## config.mk

```make
export PLATFORM = sky130hd
export DESIGN_NAME = pico_status_rx_flat
export DESIGN_NICKNAME = d
export VERILOG_FILES = /design/src/rtl/pico_status_rx_if.sv /design/src/rtl/pico_status_rx.sv /design/src/flat_wrapper.sv
export SDC_FILE = /design/constraint.sdc
export NUM_CORES = 1
export LEC_CHECK = 0
export BUFFER_PORTS_ARGS = -buffer_cell sky130_fd_sc_hd__buf_2
export CORE_MARGIN = 4
export CORE_UTILIZATION = 42
export DETAILED_ROUTE_END_ITERATION = 8
export GPL_TIMING_DRIVEN = 0
export HOLD_SLACK_MARGIN = 0.12
export PLACE_DENSITY = 0.55
export SYNTH_ARGS = -nofsm -noshare
export SYNTH_HDL_FRONTEND = slang
export SYNTH_SLANG_ARGS = --single-unit
```

## constraint.sdc

```tcl
create_clock -name clk -period 3.2 [get_ports clk]
set_clock_uncertainty 0.2 [all_clocks]
set_input_delay 0.16 -clock clk [delete_from_list [all_inputs] [get_ports clk]]
set_output_delay 0.16 -clock clk [all_outputs]
set_load 0.05 [all_outputs]
```

## src/rtl/pico_status_rx_if.sv

```systemverilog
// Pico status link: 4-phase req/ack handshake plus the status word
// delivered to the pump controller.
interface pico_status_rx_if #(
  parameter int DATA_W = 4
);
  logic [DATA_W-1:0] data_in;
  logic              req_in;
  logic              ack_out;
  logic [DATA_W-1:0] status_out;
  logic              status_valid_out;
  logic              status_changed_out;
  logic              timeout_err_out;

  modport slave (
    input  data_in, req_in,
    output ack_out, status_out, status_valid_out, status_changed_out, timeout_err_out
  );

  modport master (
    output data_in, req_in,
    input  ack_out, status_out, status_valid_out, status_changed_out, timeout_err_out
  );
endinterface

```

## src/rtl/pico_status_rx.sv

```systemverilog
// Receives the Pico's status word over an asynchronous 4-phase handshake,
// waits for stable data before acknowledging, and aborts stalled transfers.
module pico_status_rx #(
  parameter int DATA_W         = 4,
  parameter int SYNC_STAGES    = 2,
  parameter int TIMEOUT_CYCLES = 50_000_000
) (
  input  logic             clk,
  input  logic             reset,
  pico_status_rx_if.slave  bus
);
  localparam int CNT_W = (TIMEOUT_CYCLES > 2) ? $clog2(TIMEOUT_CYCLES) : 1;
  localparam logic [CNT_W-1:0] CNT_LAST = CNT_W'(TIMEOUT_CYCLES - 1);

  typedef enum logic [1:0] {S_IDLE, S_SETTLE, S_ACK, S_DRAIN} state_t;

  logic [SYNC_STAGES-1:0] r_req_sync;
  logic [DATA_W-1:0]      r_data_sync [SYNC_STAGES];
  logic                   w_req_s;
  logic [DATA_W-1:0]      w_data_s;

  state_t            r_state, w_state_next;
  logic [DATA_W-1:0] r_cap, w_cap_next;
  logic [CNT_W-1:0]  r_cnt, w_cnt_next;
  logic              r_ack, w_ack_next;
  logic [DATA_W-1:0] r_status, w_status_next;
  logic              r_valid, w_valid_next;
  logic              r_changed, w_changed_next;
  logic              r_err, w_err_next;
  logic              w_timeout;

  // Data bits get the same synchroniser depth as req so both settle together.
  always_ff @(posedge clk) begin
    if (reset) begin
      r_req_sync <= '0;
      for (int i = 0; i < SYNC_STAGES; i++) r_data_sync[i] <= '0;
    end else begin
      r_req_sync[0]  <= bus.req_in;
      r_data_sync[0] <= bus.data_in;
      for (int i = 1; i < SYNC_STAGES; i++) begin
        r_req_sync[i]  <= r_req_sync[i-1];
        r_data_sync[i] <= r_data_sync[i-1];
      end
    end
  end

  assign w_req_s   = r_req_sync[SYNC_STAGES-1];
  assign w_data_s  = r_data_sync[SYNC_STAGES-1];
  assign w_timeout = (r_cnt == CNT_LAST);

  always_ff @(posedge clk) begin
    if (reset) begin
      r_state   <= S_IDLE;
      r_cap     <= '0;
      r_cnt     <= '0;
      r_ack     <= 1'b0;
      r_status  <= '0;
      r_valid   <= 1'b0;
      r_changed <= 1'b0;
      r_err     <= 1'b0;
    end else begin
      r_state   <= w_state_next;
      r_cap     <= w_cap_next;
      r_cnt     <= w_cnt_next;
      r_ack     <= w_ack_next;
      r_status  <= w_status_next;
      r_valid   <= w_valid_next;
      r_changed <= w_changed_next;
      r_err     <= w_err_next;
    end
  end

  // Normal exits are tested before the timeout so they win on the same cycle.
  always_comb begin
    w_state_next   = r_state;
    w_cap_next     = r_cap;
    w_cnt_next     = r_cnt;
    w_ack_next     = r_ack;
    w_status_next  = r_status;
    w_valid_next   = 1'b0;
    w_changed_next = 1'b0;
    w_err_next     = r_err;
    case (r_state)
      S_IDLE: begin
        if (w_req_s) begin
          w_cap_next   = w_data_s;
          w_cnt_next   = '0;
          w_state_next = S_SETTLE;
        end
      end
      S_SETTLE: begin
        if (!w_req_s) begin
          w_state_next = S_IDLE;
        end else if (w_data_s == r_cap) begin
          w_state_next   = S_ACK;
          w_ack_next     = 1'b1;
          w_status_next  = r_cap;
          w_valid_next   = 1'b1;
          w_changed_next = (r_cap != r_status);
          w_err_next     = 1'b0;
          w_cnt_next     = '0;
        end else if (w_timeout) begin
          w_state_next = S_DRAIN;
          w_ack_next   = 1'b0;
          w_err_next   = 1'b1;
        end else begin
          w_cap_next = w_data_s;
          w_cnt_next = r_cnt + CNT_W'(1);
        end
      end
      S_ACK: begin
        if (!w_req_s) begin
          w_state_next = S_IDLE;
          w_ack_next   = 1'b0;
        end else if (w_timeout) begin
          w_state_next = S_DRAIN;
          w_ack_next   = 1'b0;
          w_err_next   = 1'b1;
        end else begin
          w_cnt_next = r_cnt + CNT_W'(1);
        end
      end
      S_DRAIN: begin
        w_ack_next = 1'b0;
        if (!w_req_s) w_state_next = S_IDLE;
      end
      default: begin
        w_state_next = S_IDLE;
        w_ack_next   = 1'b0;
      end
    endcase
  end

  assign bus.ack_out            = r_ack;
  assign bus.status_out         = r_status;
  assign bus.status_valid_out   = r_valid;
  assign bus.status_changed_out = r_changed;
  assign bus.timeout_err_out    = r_err;
endmodule
```

## src/flat_wrapper.sv

```systemverilog
// flat-port wrapper written by rule: the top's interface ports become plain ports
module pico_status_rx_flat 
#(
  parameter int DATA_W         = 4,
  parameter int SYNC_STAGES    = 2,
  parameter int TIMEOUT_CYCLES = 50_000_000
)
  (clk, reset, bus_data_in, bus_req_in, bus_ack_out, bus_status_out, bus_status_valid_out, bus_status_changed_out, bus_timeout_err_out);
  pico_status_rx_if #(.DATA_W(DATA_W)) bus_i ();
  input  logic clk;
  input  logic reset;
  input wire logic [$bits(bus_i.data_in)-1:0] bus_data_in;
  input wire logic [$bits(bus_i.req_in)-1:0] bus_req_in;
  output wire logic [$bits(bus_i.ack_out)-1:0] bus_ack_out;
  output wire logic [$bits(bus_i.status_out)-1:0] bus_status_out;
  output wire logic [$bits(bus_i.status_valid_out)-1:0] bus_status_valid_out;
  output wire logic [$bits(bus_i.status_changed_out)-1:0] bus_status_changed_out;
  output wire logic [$bits(bus_i.timeout_err_out)-1:0] bus_timeout_err_out;
  assign bus_i.data_in = bus_data_in;
  assign bus_i.req_in = bus_req_in;
  assign bus_ack_out = bus_i.ack_out;
  assign bus_status_out = bus_i.status_out;
  assign bus_status_valid_out = bus_i.status_valid_out;
  assign bus_status_changed_out = bus_i.status_changed_out;
  assign bus_timeout_err_out = bus_i.timeout_err_out;
  pico_status_rx #(.DATA_W(DATA_W), .SYNC_STAGES(SYNC_STAGES), .TIMEOUT_CYCLES(TIMEOUT_CYCLES)) u_core (.clk(clk), .reset(reset), .bus(bus_i));
endmodule
```

; ---- Word-level counts from Yosys, hierarchy flattened
; Memory sizes are Yosys's and may differ from the RTL's.
; Index checks and enable logic that the tools add are counted.
[totals]
reg_bits = 42
latch_bits = 0
mem_bits_rw = 8
rom_bits = 0
wordCells = 75
memories = 1
[classes]
add_sub_neg = 1
mul = 0
div_mod_pow = 0
n_lt_le_gt_ge = 0
n_eq_ne = 12
shifts = 0
n_mux = 34
n_bitwise = 5
reduce_logical = 13
[memory_table]
columns = memory, words, word_bits, rd, rd_clocked_by_memory_dff, wr, line
row1 = u_core.r_data_sync, 2, 4, 2, 0, 2, pico_status_rx.sv:18  ; logic [DATA_W-1:0] r_data_sync [SYNC_STAGES];
[op_table]
columns = op, count
row1 = 2-to-1 mux 26 bit, 5
row2 = one-hot mux 26 bit (3 select lines), 1
row3 = "adder 26 x 1 -> 26 bit, second input constant", 1
row4 = "equality test 26 bit, second input constant", 1
row5 = 2-to-1 mux 4 bit, 6
row6 = 2-to-1 mux 1 bit, 12
row7 = 2-to-1 mux 2 bit, 6
row8 = one-hot mux 2 bit (4 select lines), 1
row9 = one-hot mux 4 bit (2 select lines), 1
row10 = "inequality test 2 x 1 -> 1 bit, second input constant", 3
row11 = "inequality test 2 bit, second input constant", 3
row12 = AND reduction 3 bit, 2
row13 = nonzero test 3 bit, 2
row14 = AND reduction 5 bit, 1
row15 = "equality test 2 bit, second input constant", 2
row16 = equality test 4 bit, 1
row17 = inequality test 4 bit, 1
row18 = AND reduction 2 bit, 2
row19 = AND reduction 4 bit, 1
row20 = nonzero test 2 bit, 2
row21 = OR reduction 4 bit, 1
row22 = inverter 1 bit, 3
row23 = one-hot mux 1 bit (3 select lines), 1
row24 = OR reduction 3 bit, 1
row25 = other kinds (4), 5

; ---- Logic depth before layout (Yosys ltp)
; Gate-level depths: netlist of run 1.
[logic_depth]
word_depth = 5
mapped_depth = 10

; ---- Worst setup path before layout of run 1
; No wires, ideal clock.
[synth_path]
path_kind = reg2reg
from = reg u_core.r_state[0]
to = reg u_core.r_cnt[15]
setup_time_ns = 0.070
arrival_ns = 2.308
t_required_ns = 2.930
path_slack_ns = 0.623
stages_incl_launch_ff = 11
synth_period_minus_slack_ns = 2.577
cell_sequence = dfxtp_1 -> inv_1 -> ha_1 -> buf_6 -> nor4_4 -> nor2_2 -> or3_1 -> buf_2 -> buf_6 -> or4_1 -> a21oi_1
[synth_via]
elab_chain_cells = 3
word_cells_on_any_way = 9
classes_between = eq/ne (5) / mux (1) / reduce/logical (3)
[synth_lines]
columns = element, line
row1 = from (decl), pico_status_rx.sv:22  ; state_t r_state, w_state_next;
row2 = from (signal assigned), pico_status_rx.sv:62  ; r_state <= w_state_next;
row3 = "equality test 2 bit, or another cell as far along", pico_status_rx.sv:83  ; case (r_state)
row4 = inequality test 2 x 1 -> 1 bit (no line) or nonzero test 3 bit (tied branches), n/a
row5 = AND reduction 4 bit (no line), n/a
row6 = to (signal assigned), pico_status_rx.sv:64  ; r_cnt <= w_cnt_next;
row7 = to (decl), pico_status_rx.sv:24  ; logic [CNT_W-1:0] r_cnt, w_cnt_next;
; Parallel ways exist; a longest one is shown, timed or not.
; A chain may end at the register's enable or synchronous reset.

; ---- Worst setup path in the final report of run 1
[layout_path]
from = reg u_core.r_cnt[0]
to = reg u_core.r_err (netlist: u_core.bus.timeout_err_out)
[layout_via]
elab_chain_cells = 5
word_cells_on_any_way = 6
classes_between = eq/ne (1) / mux (5)
[layout_lines]
columns = element, line
row1 = equality test 26 bit (*), pico_status_rx.sv:49  ; assign w_timeout = (r_cnt == CNT_LAST);
row2 = 2-to-1 mux 1 bit (*), n/a
row3 = 2-to-1 mux 1 bit (2 in a row), n/a
row4 = one-hot mux 1 bit (2 select lines) (*), n/a
row5 = to (signal assigned), pico_status_rx.sv:69  ; r_err <= w_err_next;
row6 = to (decl), pico_status_rx.sv:29  ; logic r_err, w_err_next;
; Every way passes the cells marked *; elsewhere a longest branch is shown, timed or not. The select of a mux whose other input is x is not followed.

==> run summary, run 1 <==
Post-Layout Inst Area -> 0.002858 sq mm
placer's final routability congestion estimate -> 0.8568
final-stage net count -> 331
largest net degree at the start of global routing -> 18
Layout fillers -> 541
number of hold violations in the final report -> 0
floorplan die height -> 85.38 microns
number of core rows -> 27
remaining routing DRC violations -> 0
clock network latency to the later pin of the worst-skew pair -> 310 ps
worst-case register-to-register setup slack -> 320 ps
layout cells sized above 1 -> 12.54%
total power per unit cell area -> 420.3 mW/mm^2
post-synthesis average cell area -> 8.642 sq um
Top Ports -> 15
GRT overflow -> 0
1st-pass router iterations -> 4
buffer levels on the longest clock path -> 2
WP data required -> 3240 ps
data arrival time of the worst path -> 2920 ps
Setup violations, final -> 0
run status -> finished clean
IO buf count -> 14
Finished Layout Cells -> 391
Max Cap Violations -> 0
count of unique library cells instantiated by Yosys -> 46
number of warning messages in the yosys log -> 0
Detailed Route Iter0 Violations -> 130
class of the most critical hold timing path -> register to register
number of H-tree levels -> 2
aggregate global-route resource usage -> 16.53%
Final min period -> 2879 ps
post-detailed-route wirelength per cell -> 14.84 microns
initial core utilization -> 44.58%
Min-Delay Startpoint -> u_core.r_data_sync[0][0]$_SDFF_PP0_
Post-synth EDFFs -> 0
width of the die -> 85.38 microns
power share of the sequential group -> 53.2%
wire length of the first global-routing pass -> 9784 microns
detailed-route vias per instance -> 5.435
Area after DPL -> 0.002675 sq mm
placeable core region -> 0.005642 sq mm
final wirelength -> 5801 microns
# placed instances -> 377
number of cells on the worst reg-to-reg path -> 9
CTS Buf Count -> 5
launch instance of the worst register-to-register path -> u_core.r_cnt[0]$_SDFFE_PP0P_
area of the mapped netlist -> 0.002515 sq mm
Synth Net Count -> 304
antenna violations before repair -> 0
switching power as a share of total power -> 24.55%
Final Slew Violations -> 0
number of cells on the worst hold path -> 1
DPL Wire Length -> 4058 microns
final hold slack -> 245.5 ps
kind of capture point of the worst setup path -> register
total of flip-flops plus latches after synthesis -> 50
largest vdd supply drop -> 0.0002623 V
area enclosed by the die boundary -> 0.007290 sq mm
antenna-violating nets left -> 0
vias in the first global route -> 1967
ys async rst share -> 0%
cell leakage power -> 0.9903 nW
vias after detailed routing -> 2125
endpoint of the worst hold-timing path -> u_core.r_data_sync[0][4]$_SDFF_PP0_
critical register-to-register path endpoint -> u_core.bus.timeout_err_out$_SDFFE_PP0P_
synthesis-to-finish area growth -> 13.63%
predominant post-synthesis flop cell -> dfxtp_1
clock transition at the register clock pins on the worst setup and hold paths after CTS -> 100 ps
cell at the root of the clock tree -> clkbuf_8
number of clock sinks -> 50
maximum fanout encountered on the critical timing path -> 10
type of the worst setup path -> register to register
clock tree from TritonCTS -> yes
Diodes inserted -> 0
maximum clock frequency -> 347.3 MHz
sequential fraction of the synthesis area -> 39.80%
total negative setup slack -> 0 ps
Logic pwr share -> 7.6%
element type at the critical path start -> register
clock group share of total power -> 39.2%
setup repair after global routing missed its margin -> no
portion of the clock cycle consumed by the worst path in the final layout -> 89.97%
worst slew slack as a fraction of its limit -> 42.24%
number of standard cells after synthesis -> 291
net switching power -> 0.0002949 W
Slew @ Worst Pin -> 859.1 ps
Power Internal -> 0.0009063 W
## worst max path at each step
stage / slack [ps] / start / to / cells after the start
after floorplan: 620 / u_core.r_state[0]$_SDFFE_PP0P_ / u_core.r_cnt[15]$_SDFFE_PP0P_ / 10
after global placement: 230 / u_core.r_cap[1]$_SDFFE_PP0P_ / u_core.r_cnt[5]$_SDFFE_PP0P_ / 6
after detailed placement: 220 / u_core.r_cap[1]$_SDFFE_PP0P_ / u_core.r_cnt[5]$_SDFFE_PP0P_ / 6
after CTS: 190 / u_core.r_cap[1]$_SDFFE_PP0P_ / u_core.r_cnt[5]$_SDFFE_PP0P_ / 6
after global routing: 130 / u_core.r_cnt[0]$_SDFFE_PP0P_ / u_core.bus.timeout_err_out$_SDFFE_PP0P_ / 9
final: 320 / u_core.r_cnt[0]$_SDFFE_PP0P_ / u_core.bus.timeout_err_out$_SDFFE_PP0P_ / 9
## logic make-up after synthesis
kind of cell,count (synthesis),share of synthesized area (%)
adder cells (fa/ha/maj),6,2.985
multiplexers,8,3.184
flip-flops,50,39.80
buffers and inverters,21,4.279
AND/OR/NAND/NOR,139,31.74
AO/OA/AOI/OAI,52,12.79
XOR/XNOR,15,5.224
## sequential cells by signal, indices dropped and copies added (netlist names)
register / cells
u_core.r_req_sync: 2
u_core.r_cap: 4
u_core.bus.status_changed_out: 1
u_core.bus.timeout_err_out: 1
u_core.r_data_sync: 8
u_core.r_cnt: 26
u_core.r_state: 2
u_core.bus.status_out: 4
u_core.bus.ack_out: 1
u_core.bus.status_valid_out: 1
## final cells by class
cell class	instances	area, sq um	area share, %
clock inverter	3	47.55	1.664
inverter	5	18.77	0.6567
timing repair buffer	20	130.1	4.553
tap	72	90.09	3.152
buffer	16	88.84	3.109
clock buffer	5	68.82	2.408
sequential	50	1001	35.03
multi-input combinational	220	1413	49.43
## worst max-delay path, cell delays in order, from the launching register on
cell and delay (ps):
dfxtp_1 400, ha_1 230, nand2_1 110, or3_1 340, buf_2 180, nor3_2 540, buf_2 340, buf_4 230
a21oi_1 80, nor3_1 160
## Yosys cell counts (6+ instances only)
master	instances	area, sq um
dfxtp_1	50	1001
nand2_1	25	93.84
a21oi_1	22	110.1
nor2_1	19	71.32
nand3_1	14	70.07
nor2b_1	12	75.07
nor4_1	9	56.30
o31ai_1	9	67.56
xor2_1	9	78.83
buf_2	8	40.04
mux2i_1	8	80.08
nand2b_1	8	50.05
or4_1	7	52.55
and3_1	6	37.54
ha_1	6	75.07
nand4_1	6	37.54
nor3_1	6	30.03
o21ai_0	6	30.03
xnor2_1	6	52.55
## what timing repair did
item,4_1_cts,5_1_grt
setup endpoints to repair,0,20
hold buffers,6,0
resized for setup,0,1
hold endpoints to repair,10,0
setup buffers,0,0
## per-layer routing
layer	part of all wire, %	global-route usage [%]
met3	4.8	3.301
met1	54	25.62
met2	40	23.16
met4	1.0	3.741
met5	0	0
## through the flow
stage	utilization [%]	total power, W	worst slack [ps]
final	50.65	0.001201	321.0
after global routing	50.65	0.001250	127.2
after CTS	50.54	0.001214	190.7
after detailed placement	47.42	0.0007387	218.2
after global placement	47.42	0.0007383	233.5
after floorplan	-	0.0007136	622.6
## power by group through the flow
stage | Clock [W] | Sequential, W | Combinational (W)
after CTS | 0.000484 | 0.000639 | 0.0000906
after floorplan | 0 | 0.000659 | 0.0000542
after global routing | 0.000507 | 0.000641 | 0.000101
after global placement | 0 | 0.000654 | 0.0000847
final | 0.000471 | 0.000639 | 0.0000907
after detailed placement | 0 | 0.000654 | 0.0000848
## placed cells by master, fill, tap and decap left out, drive strengths merged, types with 5 or more instances in the layout
master | netlist | routed
a21oi | 22 | 22
dlygate4sd3 | 0 | 6
nor2b | 12 | 12
and3 | 6 | 6
xor2 | 9 | 9
nand3 | 14 | 14
clkbuf | 5 | 10
inv | 5 | 7
or4 | 7 | 7
nand3b | 5 | 5
nor2 | 20 | 20
nor3 | 7 | 7
nor4 | 10 | 10
or3 | 5 | 5
buf | 11 | 25
nand2 | 25 | 25
xnor2 | 6 | 6
ha | 6 | 6
dfxtp | 50 | 50
o21ai | 7 | 7
o31ai | 9 | 9
mux2i | 8 | 8
nand4 | 6 | 6
nand2b | 8 | 8
(Power assumes the default switching activity.)
==> inputs of run 2 (changes only) <==
Settings changed: RECOVER_POWER set to 50.
==> run summary, run 2 (same netlist as run 1, synthesis figures left out) <==
type of the worst setup path -> register to register
kind of capture point of the worst setup path -> register
synthesis-to-finish area growth -> 13.08%
Final min period -> 2902 ps
aggregate global-route resource usage -> 16.53%
clock tree from TritonCTS -> yes
number of core rows -> 27
1st-pass router iterations -> 4
Final Slew Violations -> 0
Diodes inserted -> 0
final wirelength -> 5777 microns
element type at the critical path start -> register
total power -> 0.001199 W
maximum fanout encountered on the critical timing path -> 10
clock network latency to the later pin of the worst-skew pair -> 310 ps
Power Internal -> 0.0009053 W
largest net degree at the start of global routing -> 18
Slew @ Worst Pin -> 859.0 ps
remaining routing DRC violations -> 0
number of clock sinks -> 50
width of the die -> 85.38 microns
Layout fillers -> 548
total negative setup slack -> 0 ps
placer's final routability congestion estimate -> 0.8568
buffer levels on the longest clock path -> 2
initial core utilization -> 44.58%
largest register by flop count -> u_core.r_cnt
Logic pwr share -> 7.5%
Detailed Route Iter0 Violations -> 125
cell leakage power -> 0.9521 nW
portion of the clock cycle consumed by the worst path in the final layout -> 90.67%
wire length of the first global-routing pass -> 9784 microns
Max Cap Violations -> 0
antenna-violating nets left -> 0
class of the most critical hold timing path -> register to register
floorplan die height -> 85.38 microns
most common cell after layout, fill and taps aside -> dfxtp_1
maximum clock frequency -> 344.6 MHz
run status -> finished clean
power share of the sequential group -> 53.3%
cell at the root of the clock tree -> clkbuf_8
vias in the first global route -> 1967
WP data required -> 3240 ps
DPL Wire Length -> 4058 microns
clock transition at the register clock pins on the worst setup and hold paths after CTS -> 100 ps
setup repair after global routing missed its margin -> no
commonest cells after routing, fill and taps aside -> dfxtp_1, nand2_1, a21oi_1, nor2_1
GRT overflow -> 0
worst slew slack as a fraction of its limit -> 42.24%
layout cells sized above 1 -> 9.404%
largest vdd supply drop -> 0.0002614 V
data arrival time of the worst path -> 2940 ps
switching power as a share of total power -> 24.48%
net switching power -> 0.0002935 W
IO buf count -> 14
clock group share of total power -> 39.2%
placeable core region -> 0.005642 sq mm
Setup violations, final -> 0
registers with the most flip-flops -> u_core.r_cnt x26, u_core.r_data_sync x8
number of hold violations in the final report -> 0
detailed-route vias per instance -> 5.442
Largest register FFs -> 26
post-detailed-route wirelength per cell -> 14.77 microns
total power per unit cell area -> 421.5 mW/mm^2
antenna violations before repair -> 0
vias after detailed routing -> 2128
number of H-tree levels -> 2
final-stage net count -> 331
Top Ports -> 15
CTS Buf Count -> 5
area enclosed by the die boundary -> 0.007290 sq mm
[run 2: cell count changes in the layout (fill, tap and decap cells not counted), sizes merged]
cell / change
buf: -9
clkbuf: +9
[run 2: critical path, cell delays in order, from the launching register on]
cell	delay, ps
dfxtp_1	430
inv_1	110
ha_1	220
buf_6	140
nor4_4	260
nor2_1	190
or3_1	390
buf_2	170
buf_6	150
or4_1	400
a21oi_1	160
[run 2: layout make-up]
class,instances,area [sq um],area share [%]
multi-input combinational,220,1410,49.58
clock buffer,5,68.82,2.420
timing repair buffer,20,118.9,4.179
tap,72,90.09,3.168
inverter,5,18.77,0.6599
sequential,50,1001,35.20
buffer,16,88.84,3.124
clock inverter,3,47.55,1.672
[run 2: what timing repair did]
item / in CTS / in global routing
resized for setup: 0 / 1
hold endpoints to repair: 10 / 0
hold buffers: 6 / 0
setup endpoints to repair: 0 / 20
setup buffers: 0 / 0
[run 2: worst paths after layout]
check	startpoint	endpoint	slack [ps]	cells past startpoint
min reg2reg	u_core.r_data_sync[0][0]$_SDFF_PP0_	u_core.r_data_sync[0][4]$_SDFF_PP0_	240	1
min	u_core.r_data_sync[0][0]$_SDFF_PP0_	u_core.r_data_sync[0][4]$_SDFF_PP0_	240	1
max reg2reg	u_core.r_state[0]$_SDFFE_PP0P_	u_core.r_cnt[15]$_SDFFE_PP0P_	300	10
max	u_core.r_state[0]$_SDFFE_PP0P_	u_core.r_cnt[15]$_SDFFE_PP0P_	300	10
[run 2: per-stage QoR]
step | area (sq um) | util [%] | worst slack [ps] | hold slack [ps] | instances
6_report | 2844 | 50.41 | 298.4 | 244.4 | 391
5_1_grt | 2844 | 50.41 | 93.95 | 263.0 | 391
4_1_cts | 2851 | 50.54 | 190.7 | 247.4 | 391
3_5_place_dp | 2675 | 47.42 | 218.2 | 175.5 | 377
3_3_place_gp | 2675 | 47.42 | 233.5 | 169.5 | 377
2_1_floorplan | 2515 | - | 622.6 | 88.18 | 291
[run 2: per-layer routing]
metal  up-vias  part of all wire (%)  track usage (%)  wire length, microns
met5         -                     0                0                     0
met4         0                   1.0            3.741                    59
met3         6                   3.9            3.301                   227
met2        35                    40            23.16                  2322
met1       970                    55            25.62                  3167
li1       1117                     -                -                     -
[run 2: power groups by stage]
stage | sequential, W | combinational [W] | clock, W
finish | 0.000639 | 0.0000894 | 0.000470
global route | 0.000641 | 0.000100 | 0.000507
CTS | 0.000639 | 0.0000906 | 0.000484
detailed placement | 0.000654 | 0.0000848 | 0
global placement | 0.000654 | 0.0000847 | 0
floorplan | 0.000659 | 0.0000542 | 0
